[config.mk]
export PLATFORM = sky130hd
export DESIGN_NAME = scroll_message_ctrl
export DESIGN_NICKNAME = d
export VERILOG_FILES = /design/src/rtl/scroll_message_ctrl.sv
export SDC_FILE = /design/constraint.sdc
export NUM_CORES = 1
export LEC_CHECK = 0
export ABC_AREA = 1
export ABC_CLOCK_PERIOD_IN_PS = 2300
export BUFFER_PORTS_ARGS = -buffer_cell sky130_fd_sc_hd__clkbuf_2
export CAP_MARGIN = 10
export CORE_ASPECT_RATIO = 0.5
export CORE_MARGIN = 2
export CORE_UTILIZATION = 55
export CTS_CLUSTER_DIAMETER = 50
export DETAILED_ROUTE_END_ITERATION = 6
export PLACE_DENSITY = 0.79
export SLEW_MARGIN = 10
export SYNTH_ARGS = -nofsm -noshare
export SYNTH_HDL_FRONTEND = slang
export SYNTH_SLANG_ARGS = --single-unit
[constraint.sdc]
create_clock -name clkdv -period 2.3 [get_ports clkdv]
set_input_delay 0 -clock clkdv [delete_from_list [all_inputs] [get_ports clkdv]]
set_output_delay 0 -clock clkdv [all_outputs]
set_load 0.03 [all_outputs]
[src/rtl/scroll_message_ctrl.sv]
// -----------------------------------------------------------------------------
// scroll_message_ctrl
//
// Scheduler for a 4-digit, 7-segment scan path. Holds a small buffer of 4-bit
// character codes and time-multiplexes a scrolling 4-character window onto the
// active-low anodes an3..an0 (an3 is the leftmost digit).
//
// Every digit slot is DIGIT_CYCLES clkdv cycles long. The first cycle of a slot
// is a blank/load cycle: all anodes are off and the character for the slot is
// fetched into out. The remaining DIGIT_CYCLES-1 cycles light only that digit.
// Blanking between digits stops the previous digit's code from ghosting onto
// the next one.
//
// After SCROLL_SCANS complete 4-digit scans the window start (offset) advances
// by one character, modulo the latched message length. wrap pulses for one
// cycle whenever offset returns to 0.
//
// Parameters
//   MSG_DEPTH     buffer entries (power of 2, 2..16)
//   DIGIT_CYCLES  clkdv cycles per digit slot (1 load + lit cycles), >= 2
//   SCROLL_SCANS  complete scans per one-character scroll step, >= 1
//
// Ports
//   clkdv    in   scan clock; all logic runs on its rising edge
//   reset    in   asynchronous, active-low reset
//   wr_en    in   buffer write strobe, accepted in any state
//   wr_addr  in   buffer write index; indices >= MSG_DEPTH are dropped
//   wr_data  in   character code to store
//   msg_len  in   message length in characters, latched when scanning starts
//   run      in   level: 1 = scroll/display, 0 = return to idle
//   an3..an0 out  digit anodes, active-low
//   out      out  character code for the currently enabled digit
//   busy     out  1 while scanning
//   wrap     out  one-cycle pulse when the scroll offset returns to 0
// -----------------------------------------------------------------------------
module scroll_message_ctrl #(
    parameter int MSG_DEPTH    = 16,
    parameter int DIGIT_CYCLES = 4,
    parameter int SCROLL_SCANS = 64
) (
    input  logic       clkdv,
    input  logic       reset,
    input  logic       wr_en,
    input  logic [3:0] wr_addr,
    input  logic [3:0] wr_data,
    input  logic [4:0] msg_len,
    input  logic       run,
    output logic       an3,
    output logic       an2,
    output logic       an1,
    output logic       an0,
    output logic [3:0] out,
    output logic       busy,
    output logic       wrap
);

    localparam int AW = $clog2(MSG_DEPTH);
    localparam int CW = (DIGIT_CYCLES > 1) ? $clog2(DIGIT_CYCLES) : 1;
    localparam int SW = $clog2(SCROLL_SCANS) + 1;

    localparam logic [CW-1:0] CYC_LAST  = CW'(DIGIT_CYCLES - 1);
    localparam logic [SW-1:0] SCAN_LAST = SW'(SCROLL_SCANS - 1);
    localparam logic [4:0]    DEPTH_LEN = 5'(MSG_DEPTH);

    typedef enum logic {
        ST_IDLE = 1'b0,
        ST_SCAN = 1'b1
    } state_t;

    // -------------------------------------------------------------------------
    // Message buffer. Cleared by reset, so it is kept in flops rather than a
    // RAM. Each entry decodes its own write enable; an out-of-range wr_addr
    // simply matches no entry and the write is dropped.
    // -------------------------------------------------------------------------
    logic [3:0] msg_mem [MSG_DEPTH];

    genvar gi;
    generate
        for (gi = 0; gi < MSG_DEPTH; gi++) begin : g_entry
            always_ff @(posedge clkdv or negedge reset) begin
                if (!reset) begin
                    msg_mem[gi] <= 4'b0000;
                end else if (wr_en && (wr_addr == 4'(gi))) begin
                    msg_mem[gi] <= wr_data;
                end
            end
        end
    endgenerate

    // -------------------------------------------------------------------------
    // Scan state
    // -------------------------------------------------------------------------
    state_t         state_reg;
    logic [4:0]     len_reg;      // latched message length, 1..MSG_DEPTH
    logic [AW-1:0]  offset_reg;   // buffer index shown on an3
    logic [AW-1:0]  ptr_reg;      // buffer index for the current slot
    logic [1:0]     slot_reg;     // 0 = an3 .. 3 = an0
    logic [CW-1:0]  cyc_reg;      // cycle within slot, 0 = load cycle
    logic [SW-1:0]  scan_reg;     // completed scans since last scroll step
    logic [3:0]     anodes_reg;   // {an3, an2, an1, an0}
    logic [3:0]     out_reg;
    logic           busy_reg;
    logic           wrap_reg;

    // Successor helpers. Both pointers walk the buffer modulo len_reg, which
    // also makes a short message repeat across the four digits.
    logic           cyc_last;
    logic           slot_last;
    logic           scan_done;
    logic           scroll_step;
    logic [4:0]     ptr_plus;
    logic [4:0]     offset_plus;
    logic [AW-1:0]  ptr_inc;
    logic [AW-1:0]  offset_inc;
    logic [AW-1:0]  offset_next;
    logic [4:0]     len_clamped;

    always_comb begin
        cyc_last    = (cyc_reg == CYC_LAST);
        slot_last   = (slot_reg == 2'd3);
        scan_done   = cyc_last && slot_last;
        scroll_step = scan_done && (scan_reg == SCAN_LAST);

        ptr_plus    = 5'(ptr_reg) + 5'd1;
        offset_plus = 5'(offset_reg) + 5'd1;
        ptr_inc     = (ptr_plus == len_reg) ? '0 : AW'(ptr_plus);
        offset_inc  = (offset_plus == len_reg) ? '0 : AW'(offset_plus);
        offset_next = scroll_step ? offset_inc : offset_reg;

        len_clamped = (msg_len > DEPTH_LEN) ? DEPTH_LEN : msg_len;
    end

    // -------------------------------------------------------------------------
    // Controller FSM. Every output is registered and describes the cycle that
    // follows the edge, so the anode pattern is computed from the position
    // the counters move to.
    // -------------------------------------------------------------------------
    always_ff @(posedge clkdv or negedge reset) begin
        if (!reset) begin
            state_reg  <= ST_IDLE;
            len_reg    <= 5'd0;
            offset_reg <= '0;
            ptr_reg    <= '0;
            slot_reg   <= 2'd0;
            cyc_reg    <= '0;
            scan_reg   <= '0;
            anodes_reg <= 4'b1111;
            out_reg    <= 4'b0000;
            busy_reg   <= 1'b0;
            wrap_reg   <= 1'b0;
        end else begin
            wrap_reg <= 1'b0;

            case (state_reg)
                ST_IDLE: begin
                    anodes_reg <= 4'b1111;
                    busy_reg   <= 1'b0;
                    if (run && (msg_len != 5'd0)) begin
                        state_reg  <= ST_SCAN;
                        len_reg    <= len_clamped;
                        offset_reg <= '0;
                        ptr_reg    <= '0;
                        slot_reg   <= 2'd0;
                        cyc_reg    <= '0;
                        scan_reg   <= '0;
                        busy_reg   <= 1'b1;
                    end
                end

                ST_SCAN: begin
                    if (!run) begin
                        state_reg  <= ST_IDLE;
                        offset_reg <= '0;
                        ptr_reg    <= '0;
                        slot_reg   <= 2'd0;
                        cyc_reg    <= '0;
                        scan_reg   <= '0;
                        anodes_reg <= 4'b1111;
                        busy_reg   <= 1'b0;
                    end else begin
                        // Load: the buffer read sees the value from before a
                        // write landing on this same edge.
                        if (cyc_reg == '0) begin
                            out_reg <= msg_mem[ptr_reg];
                        end

                        if (cyc_last) begin
                            // Slot ends: next cycle is the following slot's
                            // blank/load cycle.
                            cyc_reg    <= '0;
                            slot_reg   <= slot_reg + 2'd1;
                            anodes_reg <= 4'b1111;
                            ptr_reg    <= slot_last ? offset_next : ptr_inc;
                        end else begin
                            // Light only this slot's digit (an3 is bit 3).
                            cyc_reg    <= cyc_reg + CW'(1);
                            anodes_reg <= ~(4'b1000 >> slot_reg);
                        end

                        if (scan_done) begin
                            if (scroll_step) begin
                                scan_reg   <= '0;
                                offset_reg <= offset_inc;
                                wrap_reg   <= (offset_inc == '0);
                            end else begin
                                scan_reg <= scan_reg + SW'(1);
                            end
                        end
                    end
                end

                default: begin
                    state_reg  <= ST_IDLE;
                    anodes_reg <= 4'b1111;
                    busy_reg   <= 1'b0;
                end
            endcase
        end
    end

    assign an3  = anodes_reg[3];
    assign an2  = anodes_reg[2];
    assign an1  = anodes_reg[1];
    assign an0  = anodes_reg[0];
    assign out  = out_reg;
    assign busy = busy_reg;
    assign wrap = wrap_reg;

endmodule

# Word level (Yosys, flattened, before mapping)
# Index checks and enable logic that the tools add are counted.
# totals
out_inout_bits,10
regBits,99
elab_cells,128
# op_classes
n_lt_le_gt_ge,2
reduce_logical,27
n_shift,1
muxes,39
n_eq_ne,24
addsub,5
bitwise_logic,3
# op_table
operator,n
$mux 4,13
$eq 4x4->1 const B,8
$mux 7,4
$pmux 4 s2,3
$logic_and 1x1->1,19
$bmux 4 s4,1
$eq 4x3->1 const B,4
$pmux 7 s2,1
$add 4x1->5 const B,2
$eq 5x5->1,2
$mux 2,5
$eq 4x2->1 const B,2
$logic_not 4->1,2
$pmux 2 s2,2
$add 7x1->7 const B,1
$eq 7x6->1 const B,1
$mux 1,7
$ne 3x2->1 const B,2
$reduce_and 2->1,3
$ge 5x5->1 const B,1
$gt 5x5->1 const B,1
$mux 5,1
$not 4->5,1
$reduce_bool 5->1,1
other kinds (10),14

# Depth between registers and ports, before layout
# logic_depth
word_depth,8
mapped_depth,14

# Least setup slack after synthesis
# Ideal clock, no wire load.
# synth_timing
path_kind,register to register
from,register offset_reg[0]
to,register ptr_reg[3]
t_required_ns,2.183
arrival_time_ns,1.490
period_less_slack_ns,1.607
setup_ns,0.117
setup_slack_ns,0.693
path_stages_with_launch,12
cell_sequence,dfrtp_1 -> ha_1 -> xnor2_1 -> nand3_1 -> nor2_2 -> nand2_2 -> nand2_2 -> nand2_2 -> nand2_1 -> nand2_1 -> nand2_1 -> nand2_1
# synth_between
elab_chain_cells,8
# synth_lines
item,line,rtl
start: declaration,95,logic [AW-1:0] offset_reg;
start signal: assignment,203,offset_reg <= offset_inc;
$add 4x1->5 (*),125,offset_plus = 5'(offset_reg) + 5'd1;
$eq 5x5->1,127,offset_inc = (offset_plus == len_reg) ? '0 : AW'(offset_plus);
$mux 4 (*),127,
$mux 4 (*),n/a,
$mux 4 (*),193,ptr_reg <= slot_last ? offset_next : ptr_inc;
$mux 4 (*),187,if (cyc_last) begin
$mux 4 (*),171,if (!run) begin
$pmux 4 s2 (*),154,case (state_reg)
end signal: assignment,193,
end: declaration,96,logic [AW-1:0] ptr_reg;
# Mark *: on every way between the ends. The rest lies on a longest branch, timed or not. The select of a mux whose other input is x is not followed.
# A chain may end at the register's enable or synchronous reset.

# Worst setup path in the final report
# layout_timing
from,register ptr_reg[0]
to,register ptr_reg[3]
# layout_between
elab_chain_cells,7
# layout_lines
item,line,rtl
$add 4x1->5 (*),124,ptr_plus = 5'(ptr_reg) + 5'd1;
$eq 5x5->1,126,ptr_inc = (ptr_plus == len_reg) ? '0 : AW'(ptr_plus);
$mux 4 (*),126,
$mux 4 (*),193,
$mux 4 (*),187,
$mux 4 (*),171,
$pmux 4 s2 (*),154,
# Marked as above.

==> results.toml <==
[floorplan]
io_pins = 27
die_y_um = 70.7
num_rows = 24
start_util_pct = 56.5
dieArea_mm2 = 0.00973
die_width_um = 137
core_area_mm2 = 0.00868

[logic_synthesis]
async_reset_ff_share_pct = 100
synth-seq-cells = 99
syn_inst = 589
yosysWarnings = 0
synth_cell_types = 38
avgSynthCellArea_um2 = 8.32
syn-num-nets = 615
ys_seq_area_share_pct = 50.7
synthesis.area_mm2 = 0.00490
synth_edf_count = 0
synthFlopType = "dfrtp_1"

[detailed_routing]
drt_iter0_drc = 341
wire_per_inst_um = 14.5
avgViaCountPerCell = 5.59
dr.pass1.iters = 5
wl_mm = 10.9
drtAntennaViolNets = 0
dr_total_vias = 4191
drc_errors = 0

[setup_path]
worstSetupPathType = "flop to flop"
worstSetupStartpointType = "flop"
worstSetupEndpointType = "flop"
r2r_cells = 10
cp_data_arrival_time_ns = 2.06
required_ns = 2.53
cp_max_fo = 20

[finish]
finalNetCount = 654
final_layout_size_suffix_gt1_share_pct = 12.2
multiInputGateArea_mm2 = 0.00212
final_common_cell = "nand2_1"
seq_area_mm2 = 0.00248
layout_common_cells = "nand2_1, dfrtp_1, o21ai_0"
synthToLayoutAreaGrowth_pct = 12.6
largest_reg_flops = 64
nFillCells = 739
stdcell_area_mm2 = 0.00552
utilization_pct = 63.6
diodes = 0
stdcell_count = 750

[worst_hold_path]
worstHoldPathType = "primary input to flop"
hold_depth = 4

[placed_design]
place_congestion = 0.942
dpl_cell_area_mm2 = 0.00514
dp_hpwl_mm = 7.62
dp_cells = 724
port-buffer-count = 26

[pwr]
pwr_density_cell_mw_per_mm2 = 782
seqPwrFrac_pct = 51.5
power.leakage_uw = 0.00264
p_comb_share_pct = 15.7
swShare_pct = 29.6
power_frac_clock_pct = 32.8
power.internal_uw = 3030
irDropWorstVdd_v = 0.000392
power.switching_uw = 1280

[clock_tree]
cts.sink_count = 99
cts_buffers = 9
cts_tree = "built"
hold_buffers = 10
htree_levels = 3
path_clk_slew_ns = 0.07
cts_root_buf = "clkbuf_16"
postCtsSetupRepairBufs = 0
clk-insertion-delay-late_ns = 0.35
cts_buffer_depth = 2
ctsResizeCount = 0

[timing]
setup_tns_ns = 0
skew_ns = 0.00917
period_share_pct = 79.6
rsz0062_at_grt = "false"
slew_violations = 0
max-slew-margin-rel_pct = 56.7
fmax_mhz = 546
holdWs_ns = 0.0397
worstMarginPinSlew_ns = 0.642
finalCriticalPeriod_ns = 1.83
hold_violations = 0
setup_violations = 0

[global_route]
grt_pass1_vias = 3958
antenna_found_initial = 0
globalRouteOverflowTotal = 0
track_usage_pct = 24.8
grt_max_degree = 51
grt_pass1_wl_mm = 18.7

[status]
status = "finished, final reports clean"

[job]
maxCapViolCount = 0
==> logic make-up after synthesis <==
logic type	synth area share (%)
xor gates and xnor gates	0.715
DFF	50.7
and+or+nand+nor	23.1
adders and majority gates	2.30
buffers and inverters	6.10
AOI/OAI and AO/OA	17.2
==> power groups by stage <==
stage | sequential [uW] | combinational [uW] | clock (uW)
2_1_floorplan | 2250 | 422 | 0
3_3_place_gp | 2240 | 639 | 0
5_1_grt | 2260 | 790 | 1500
3_5_place_dp | 2250 | 666 | 0
4_1_cts | 2220 | 682 | 1430
6_report | 2220 | 677 | 1410
==> routing by layer <==
layer | global-route usage [%] | share of wire, % | up-vias
met2 | 39.1 | 46 | 113
li1 | - | - | 2045
met4 | 8.02 | 1.7 | 0
met3 | 6.24 | 5.0 | 17
met5 | 0 | 0 | -
met1 | 34.0 | 47 | 2016
==> per-stage QoR <==
stage               setup slack [ns]  power, uW
floorplan                      0.693       2670
global placement               0.555       2880
detailed placement             0.511       2910
CTS                            0.476       4330
global route                   0.308       4540
finish                         0.469       4310
==> critical path: stages (launching register included) <==
cell	delay [ns]
dfrtp_1	0.39
buf_4	0.20
ha_1	0.26
xnor2_1	0.25
nor2_1	0.07
nor2_1	0.12
nand3b_1	0.15
nand3_1	0.10
nand2_1	0.05
nand2_1	0.07
nand2_1	0.06
==> cell usage after synthesis, drive strengths merged, types with 5 or more instances <==
cell    number  area [um^2]
ha           9          113
buf         11         77.6
o22ai        9         56.3
nor2        37          149
nand3       29          158
o21ai       93          480
a21oi       31          159
o221ai       7         61.3
nand2      174          671
nand4        7         43.8
nor3         5         51.3
inv         55          206
dfrtp       95         2380
==> cell type report <==
| cell class | instances | share of cell area [%] |
|---|---|---|
| clock buffers | 9 | 4.08 |
| flip-flops and latches | 99 | 45.0 |
| well taps | 117 | 2.65 |
| multi-input cells | 420 | 38.4 |
| repair buffers | 43 | 5.17 |
| clock inverters | 7 | 0.930 |
| inverters | 55 | 3.74 |
==> final timing paths <==
kind	slack, ns	from	to
max in group asynchronous	1.39	reset	msg_mem[1]
hold reg to reg	0.48	msg_mem[59]	msg_mem[59]
setup reg to reg	0.47	ptr_reg[0]	ptr_reg[3]
min in group asynchronous	0.21	reset	len_reg[4]
hold / removal	0.04	msg_len[4]	len_reg[2]
setup / recovery	0.47	ptr_reg[0]	ptr_reg[3]
No activity file was read; power rests on OpenSTA's default activity.
